===== config.mk =====
export PLATFORM = sky130hd
export DESIGN_NAME = circuit_breaker
export DESIGN_NICKNAME = d
export VERILOG_FILES = /design/src/rtl/circuit_breaker.sv
export SDC_FILE = /design/constraint.sdc
export NUM_CORES = 1
export LEC_CHECK = 0
export ABC_AREA = 0
export CAP_MARGIN = 0
export CORE_MARGIN = 4
export CORE_UTILIZATION = 54
export CTS_CLUSTER_DIAMETER = 30
export DETAILED_ROUTE_END_ITERATION = 8
export PLACE_DENSITY = 0.89
export SETUP_SLACK_MARGIN = 0.15
export SYNTH_ARGS = -nofsm -noshare
export SYNTH_HDL_FRONTEND = slang
export SYNTH_SLANG_ARGS = --single-unit

===== constraint.sdc =====
create_clock -name clk -period 3.19 [get_ports clk]
set_clock_uncertainty 0.1 [all_clocks]
set_input_delay 0.638 -clock clk [delete_from_list [all_inputs] [get_ports clk]]
set_output_delay 0.638 -clock clk [all_outputs]
set_load 0.01 [all_outputs]

===== src/rtl/circuit_breaker.sv =====
// Trading circuit breaker: turns anomaly-detector alerts into order gating
// through a NORMAL / THROTTLE / HALT / COOLDOWN controller with alert logging.
//
//   state    | meaning
//   ---------+---------------------------------------------------------------
//   NORMAL   | all offered orders pass, trading enabled
//   THROTTLE | sustained minor alerts, 1 of every THROTTLE_DIV orders passes
//   HALT     | severe or flash-crash condition, all orders rejected
//   COOLDOWN | operator cleared the halt, throttled until the quiet timer ends
module circuit_breaker #(
  parameter int PERSIST         = 4,
  parameter int HALT_PRIO       = 6,
  parameter int COOLDOWN_CYCLES = 1024,
  parameter int THROTTLE_DIV    = 4
) (
  input  logic       clk,
  input  logic       rst_n,
  input  logic       alert_any,
  input  logic [2:0] alert_priority,
  input  logic [2:0] alert_type,
  input  logic [7:0] alert_bitmap,
  input  logic       order_valid,
  input  logic       halt_clear,
  output logic       order_accept,
  output logic [1:0] state_out,
  output logic       trade_enable,
  output logic       halt_active,
  output logic [2:0] last_alert_type,
  output logic [7:0] sticky_bitmap,
  output logic [7:0] halt_count
);

  localparam logic [1:0] ST_NORMAL   = 2'd0;
  localparam logic [1:0] ST_THROTTLE = 2'd1;
  localparam logic [1:0] ST_HALT     = 2'd2;
  localparam logic [1:0] ST_COOLDOWN = 2'd3;

  localparam logic [3:0]  PERSIST_LAST = 4'(PERSIST - 1);
  localparam logic [2:0]  PRIO_TH      = 3'(HALT_PRIO);
  localparam logic [15:0] COOL_LOAD    = 16'(COOLDOWN_CYCLES - 1);
  localparam logic [3:0]  THR_LAST     = 4'(THROTTLE_DIV - 1);

  logic [1:0]  state, state_nxt;
  logic [3:0]  any_cnt, sev_cnt, quiet_cnt;
  logic [3:0]  thr_cnt;
  logic [15:0] timer, timer_nxt;

  logic severe, flash, quiet;
  logic any_persist, sev_persist, quiet_persist;
  logic clear_ok;
  logic throttled;
  logic entering_thr;
  logic entering_halt;

  function automatic logic [3:0] sat_inc(input logic [3:0] v);
    return (v == 4'hF) ? v : v + 4'd1;
  endfunction

  assign severe = alert_any && (alert_priority >= PRIO_TH);
  assign flash  = alert_bitmap[7];
  assign quiet  = !alert_any;

  // Persistence fires on the PERSIST-th consecutive qualifying cycle.
  assign any_persist   = alert_any && (any_cnt == PERSIST_LAST);
  assign sev_persist   = severe && (sev_cnt == PERSIST_LAST);
  assign quiet_persist = quiet && (quiet_cnt == PERSIST_LAST);

  assign clear_ok  = (state == ST_HALT) && halt_clear && quiet && !flash;
  assign throttled = (state == ST_THROTTLE) || (state == ST_COOLDOWN);

  always_comb begin
    state_nxt = state;
    timer_nxt = timer;
    if (flash) begin
      state_nxt = ST_HALT;
    end else begin
      case (state)
        ST_NORMAL: begin
          if (sev_persist)      state_nxt = ST_HALT;
          else if (any_persist) state_nxt = ST_THROTTLE;
        end
        ST_THROTTLE: begin
          if (sev_persist)        state_nxt = ST_HALT;
          else if (quiet_persist) state_nxt = ST_NORMAL;
        end
        ST_HALT: begin
          if (halt_clear && quiet) begin
            state_nxt = ST_COOLDOWN;
            timer_nxt = COOL_LOAD;
          end
        end
        default: begin
          if (severe)               state_nxt = ST_HALT;
          else if (alert_any)       timer_nxt = COOL_LOAD;
          else if (timer == 16'd0)  state_nxt = ST_NORMAL;
          else                      timer_nxt = timer - 16'd1;
        end
      endcase
    end
  end

  assign entering_thr  = (state_nxt != state) &&
                         ((state_nxt == ST_THROTTLE) || (state_nxt == ST_COOLDOWN));
  assign entering_halt = (state_nxt == ST_HALT) && (state != ST_HALT);

  always_ff @(posedge clk or negedge rst_n) begin
    if (!rst_n) begin
      state        <= ST_NORMAL;
      timer        <= 16'd0;
      trade_enable <= 1'b1;
      halt_active  <= 1'b0;
    end else begin
      state        <= state_nxt;
      timer        <= timer_nxt;
      trade_enable <= (state_nxt == ST_NORMAL);
      halt_active  <= (state_nxt == ST_HALT);
    end
  end

  always_ff @(posedge clk or negedge rst_n) begin
    if (!rst_n) begin
      any_cnt   <= 4'd0;
      sev_cnt   <= 4'd0;
      quiet_cnt <= 4'd0;
    end else begin
      any_cnt   <= alert_any ? sat_inc(any_cnt) : 4'd0;
      sev_cnt   <= severe ? sat_inc(sev_cnt) : 4'd0;
      quiet_cnt <= quiet ? sat_inc(quiet_cnt) : 4'd0;
    end
  end

  // Zeroing on entry guarantees the first order after entering is accepted.
  always_ff @(posedge clk or negedge rst_n) begin
    if (!rst_n) begin
      thr_cnt <= 4'd0;
    end else if (entering_thr) begin
      thr_cnt <= 4'd0;
    end else if (throttled && order_valid) begin
      thr_cnt <= (thr_cnt == THR_LAST) ? 4'd0 : thr_cnt + 4'd1;
    end
  end

  always_ff @(posedge clk or negedge rst_n) begin
    if (!rst_n) begin
      last_alert_type <= 3'd0;
      sticky_bitmap   <= 8'd0;
      halt_count      <= 8'd0;
    end else begin
      if (alert_any) last_alert_type <= alert_type;
      if (clear_ok) sticky_bitmap <= 8'd0;
      else          sticky_bitmap <= sticky_bitmap | alert_bitmap;
      if (entering_halt && (halt_count != 8'hFF)) halt_count <= halt_count + 8'd1;
    end
  end

  assign order_accept = order_valid &&
                        ((state == ST_NORMAL) || (throttled && (thr_cnt == 4'd0)));
  assign state_out    = state;

endmodule

**Yosys cells after proc, flatten, opt, wreduce, memory -nomap -nowiden**

Index checks and enable logic that the tools add are counted.

- Flip-flop bits (word level): 55
- Bits in latches: 0
- Word-level logic and storage cells: 94
- Output and inout port bits: 24
- Memories: 0
- Bits in read-only memories: 0
- Bits of input ports: 19
- RAM bits: 0

- $add $sub $neg: 6
- Eq/ne operators: 22
- Shift operators: 0
- Divide/modulo/power cells: 0
- Multipliers: 0
- Muxes and demuxes: 25
- Reduce and logical (&&, ||, !) cells: 26
- Bitwise logic cells: 3
- $lt $le $gt $ge: 1

Operators with widths:

| kind | number |
|---|---|
| 16-bit 2-to-1 mux | 4 |
| 4-bit 2-to-1 mux | 9 |
| 16-bit one-hot mux with 2 select lines | 1 |
| 2-bit 2-to-1 mux | 9 |
| 4-bit by 1-bit adder with 4-bit output, second input constant | 4 |
| 4-bit by 2-bit equality test with 1-bit output, second input constant | 4 |
| 16-bit logical NOT | 1 |
| 16-bit by 1-bit subtractor with 16-bit output, second input constant | 1 |
| 1-bit logical AND | 14 |
| 4-bit equality test, second input constant | 3 |
| 8-bit by 1-bit adder with 8-bit output, second input constant | 1 |
| 2-bit equality test, second input constant | 4 |
| 8-bit 2-to-1 mux | 1 |
| 2-bit inequality test, second input constant | 4 |
| 8-bit inequality test, second input constant | 1 |
| 8-bit bitwise OR | 1 |
| 2-bit one-hot mux with 3 select lines | 1 |
| 5-bit AND reduction | 1 |
| 2-bit by 1-bit equality test with 1-bit output, second input constant | 2 |
| 2-bit logical NOT | 2 |
| 4-bit logical NOT | 1 |
| 2-bit by 1-bit inequality test with 1-bit output, second input constant | 2 |
| 3-bit >= comparator, second input constant | 1 |
| 1-bit logical OR | 3 |
| 6 further kinds | 8 |

**Longest topological paths before layout**

- Depth in word-level cells: 10
- Depth in mapped cells: 9
- Gate-level depth less buffers: 8

**Worst setup path after synthesis**

Ideal clock, no wire load.

- Path type: input-to-reg
- Start point: in alert_bitmap[7]
- End point: reg halt_count[1]
- Path slack: 0.713 ns
- Setup time: 0.128 ns
- Arrival time: 2.249 ns
- Stages on the path: 7
- Cells stage by stage: buf_2 > and3b_1 > or4b_4 > o32ai_4 > nor3_2 > o21ai_2 > mux2_1

- Cells in the longest elaborated chain, start to end: 4

Ends and longest elaborated chain:

| item | RTL line | RTL |
|---|---|---|
| start: declaration | 21 | `input logic [7:0] alert_bitmap,` |
| 2-bit 2-to-1 mux | 74 | `if (flash) begin` |
| 2-bit equality test | 104 | `assign entering_halt = (state_nxt == ST_HALT) && (state != ST_HALT);` |
| 1-bit logical AND | 104 |  |
| 1-bit logical AND | 152 | `if (entering_halt && (halt_count != 8'hFF)) halt_count <= halt_count + 8'd1;` |
| end signal: assignment | 152 |  |
| end: declaration | 30 | `output logic [7:0] halt_count` |

No other way between the ends.
A chain may end at the register's enable or synchronous reset.

**Worst setup path in the final report**

- Start point: in alert_any
- End point: reg halt_count[2]

- Cells in the longest elaborated chain, start to end: 9
- Elaborated cells on any way between the ends: 18
- Those cells by class: 1 x eq/ne; 9 x mux; 8 x reduce/logical

Ends and longest elaborated chain:

| item | RTL line | RTL |
|---|---|---|
| start: declaration | 18 | `input logic alert_any,` |
| 1-bit logical NOT | 61 | `assign quiet = !alert_any;` |
| 1-bit logical AND | 66 | `assign quiet_persist = quiet && (quiet_cnt == PERSIST_LAST);` |
| 2-bit 2-to-1 mux | 84 | `else if (quiet_persist) state_nxt = ST_NORMAL;` |
| 2-bit 2-to-1 mux | 83 | `if (sev_persist) state_nxt = ST_HALT;` |
| 2-bit one-hot mux with 3 select lines (*) | 77 | `case (state)` |
| 2-bit 2-to-1 mux (*) | 74 |  |
| 2-bit equality test (*) | 104 |  |
| 1-bit logical AND (*) | 104 |  |
| 1-bit logical AND (*) | 152 |  |

Mark *: on every way between the ends. The rest lies on a longest branch, timed or not.

==> results.py <==
metrics = {
    "cells_and_area": {
        "final_common_cell": "nor2_1",
        "area.sequential_um2": 1380,
        "multi_input_area_um2": 1450,
        "finalInstanceArea_um2": 3490,
        "synthToLayoutAreaGrowth_pct": 20.5,
        "fillers": 406,
        "finalCoreUtilization": 0.679,
        "n_antenna_cell": 0,
        "final_cell_mix": "nor2_1 (58), dfrtp_1 (54), clkdlybuf4s50_1 (40), nand2_1 (17)",
        "num-nets-final": 366,
        "drive_gt1_frac": 0.117,
    },
    "place": {
        "placed_cell_area_um2": 3400,
        "dp.final_hpwl_mm": 4.60,
        "port_buffers": 41,
        "place_congestion": 0.871,
        "dpl_worst_slack_ps": 216,
    },
    "detailed_routing": {
        "wirelength_mm": 6.10,
        "avgRoutedWirePerCell_um": 14.8,
        "firstDrtPassIters": 4,
        "drc": 0,
        "drt_iter0_drc": 136,
        "via_per_inst": 5.75,
        "vias": 2363,
        "antenna_left": 0,
    },
    "worst_setup_path": {
        "crit_path_start_kind": "input pin",
        "r2r_cells": 8,
        "slowest_delay_ps": 470,
        "timing.rr.start": "timer[0]$_DFFE_PN0P_",
        "end_kind": "flop",
        "r2r_setup_slack_ps": 600,
        "path_class": "in -> reg",
        "r2r-end": "timer[7]$_DFFE_PN0P_",
        "path_cells": "clkdlybuf4s50_1 -> buf_4 -> nor2b_1 -> a221oi_1 -> nor3_1 -> o21ai_4 -> o2111ai_2 -> mux2_4",
        "required_ps": 3300,
        "cp_max_fo": 18,
        "crit_slowest_cell": "clkdlybuf4s50_1",
        "worstPathArrival_ps": 2740,
    },
    "global_routing": {
        "grt_overflow_total": 0,
        "grt_max_degree": 56,
        "antenna_found_initial": 0,
        "grt_pass1_wl_mm": 10.5,
        "track_usage": 0.201,
        "grt_pass1_vias": 2342,
    },
    "clock_tree": {
        "clk_pin_slew_worst_paths_ps": 110,
        "cts.hold.buffers_added": 0,
        "cts_tree": "yes",
        "clock_path_buffers": 2,
        "cts_resized": 0,
        "htree_num_levels": 2,
        "cts_root_buf": "clkbuf_8",
        "numCtsBuffers": 5,
        "numClockSinks": 55,
        "post_cts_buffers": 0,
        "clk_latency_ps": 310,
    },
    "floorplan": {
        "coreArea_um2": 5140,
        "die_x_um": 81.3,
        "die_h_um": 81.3,
        "initial_core_util": 0.564,
        "rows": 26,
        "dieArea_um2": 6600,
        "num_io_pins": 43,
    },
    "hold_path": {
        "hold_path.class": "in -> async",
    },
    "power_and_ir_drop": {
        "pwr-share-seq": 0.539,
        "pwr-share-comb": 0.217,
        "p_sw_uw": 484,
        "clkPwrFrac": 0.243,
        "p_sw_frac": 0.302,
        "irDropWorstVdd_mv": 0.296,
        "p_leak_nw": 1.39,
        "p_int_mw": 1.12,
        "powerDensity_nw_per_um2": 460,
    },
    "timing": {
        "maxSlewHeadroom": 0.548,
        "slew_violations": 0,
        "rsz0062_at_grt": "no",
        "setup_slack_ps": 557,
        "fin_setup_tns_ps": 0,
        "worst_slew_pin_slew_ps": 679,
        "finalHoldViolCount": 0,
        "max_freq_mhz": 380,
        "period_needed_ps": 2630,
        "setup_viol_count_final": 0,
        "timing.final.crit_share": 0.825,
    },
    "synthesis": {
        "yosysUniqueCellTypes": 61,
        "synth_top_area_frac": 0.466,
        "seq_area_frac_synth": 0.475,
        "synthesis.nets": 318,
        "avgSynthCellArea_um2": 9.92,
        "ys_warn_count": 0,
        "synthCells": 292,
        "synthArstFlopShare": 1.00,
        "ys_seq_elements": 55,
        "synth_top_area_cell": "dfrtp_1",
        "yosys-top-cells-area": "dfrtp_1 (47%), nor2_1 (7.5%), ha_1 (3.0%)",
        "synthFlopType": "dfrtp_1",
        "syn_area_um2": 2900,
        "synth_edf_count": 0,
    },
    "outcome": {
        "status": "complete, no violations",
    },
    "job": {
        "cap_violations": 0,
    },
}
## registers in the layout, indices dropped and copies added, names as in the netlist
register         flops
quiet_cnt            4
sticky_bitmap        8
last_alert_type      3
trade_enable         1
thr_cnt              4
sev_cnt              4
halt_count           8
timer               16
state_out            2
halt_active          1
any_cnt              4
## metal layers
layer,GRT usage,share of wire,vias to the layer above
met5,0,0,-
met4,0.0557,0.013,0
li1,-,-,1150
met2,0.363,0.52,56
met1,0.247,0.42,1149
met3,0.0322,0.042,8
## cells in the mapped netlist, drive strengths merged (3+ instances only)
cell,count
nor4,5
mux2i,3
nor4b,4
nor2b,3
nor2,59
xnor2,8
nand3,16
o41ai,4
inv,8
a21oi,14
nor3,12
nand4,5
nand2,17
ha,7
dfrtp,54
a211oi,3
buf,6
o21ai,20
o31ai,3
a31oi,4
mux2,6
nor3b,3
## how the worst max path moves through the flow
| stage | from | slack, ps | cells after the start | to |
|---|---|---|---|---|
| 2_1_floorplan | alert_bitmap[7] | 710 | 7 | halt_count[1]$_DFFE_PN0P_ |
| 3_3_place_gp | alert_bitmap[7] | 320 | 7 | halt_count[1]$_DFFE_PN0P_ |
| 3_5_place_dp | alert_any | 220 | 8 | halt_count[1]$_DFFE_PN0P_ |
| 4_1_cts | alert_any | 570 | 8 | halt_count[1]$_DFFE_PN0P_ |
| 5_1_grt | timer[0]$_DFFE_PN0P_ | 320 | 8 | timer[7]$_DFFE_PN0P_ |
| 6_report | alert_any | 560 | 8 | halt_count[2]$_DFFE_PN0P_ |
## critical path: cells and delay by family
| family | cells | cell delay [ps] |
|---|---|---|
| AO/OA/AOI/OAI | 3 | 540 |
| AND/OR/NAND/NOR | 2 | 540 |
| buffers and inverters | 2 | 700 |
| multiplexers | 1 | 310 |
## layout make-up
type                       instances  area share
inverter                           8     0.00860
sequential                        55       0.395
clock buffer                       5      0.0197
multi-input combinational        222       0.414
clock inverter                     3     0.00645
timing repair buffer              48       0.131
tap                               70      0.0251
## stage by stage
step	power (mW)	instances	hold slack [ps]
after floorplan	1.05	292	242
after detailed placement	1.23	403	378
after global placement	1.21	403	370
after CTS	1.62	411	362
final	1.60	411	345
after global routing	1.69	411	402
## cell families after synthesis
group / Yosys count / share of synthesized area
AO/OA/AOI/OAI: 62 / 0.155
XOR/XNOR: 9 / 0.0272
adder cells (fa/ha/maj): 7 / 0.0302
buffers and inverters: 15 / 0.0255
flip-flops: 55 / 0.475
multiplexers: 9 / 0.0350
AND/OR/NAND/NOR: 135 / 0.251
## power groups by stage
stage                     logic, mW  registers (mW)  clock network [mW]
after floorplan               0.167           0.880                   0
after global placement        0.333           0.874                   0
after detailed placement      0.351           0.878                   0
after CTS                     0.353           0.865               0.401
after global routing          0.384           0.879               0.425
final                         0.349           0.865               0.391
Note: power is estimated with default switching activity, not from simulation.
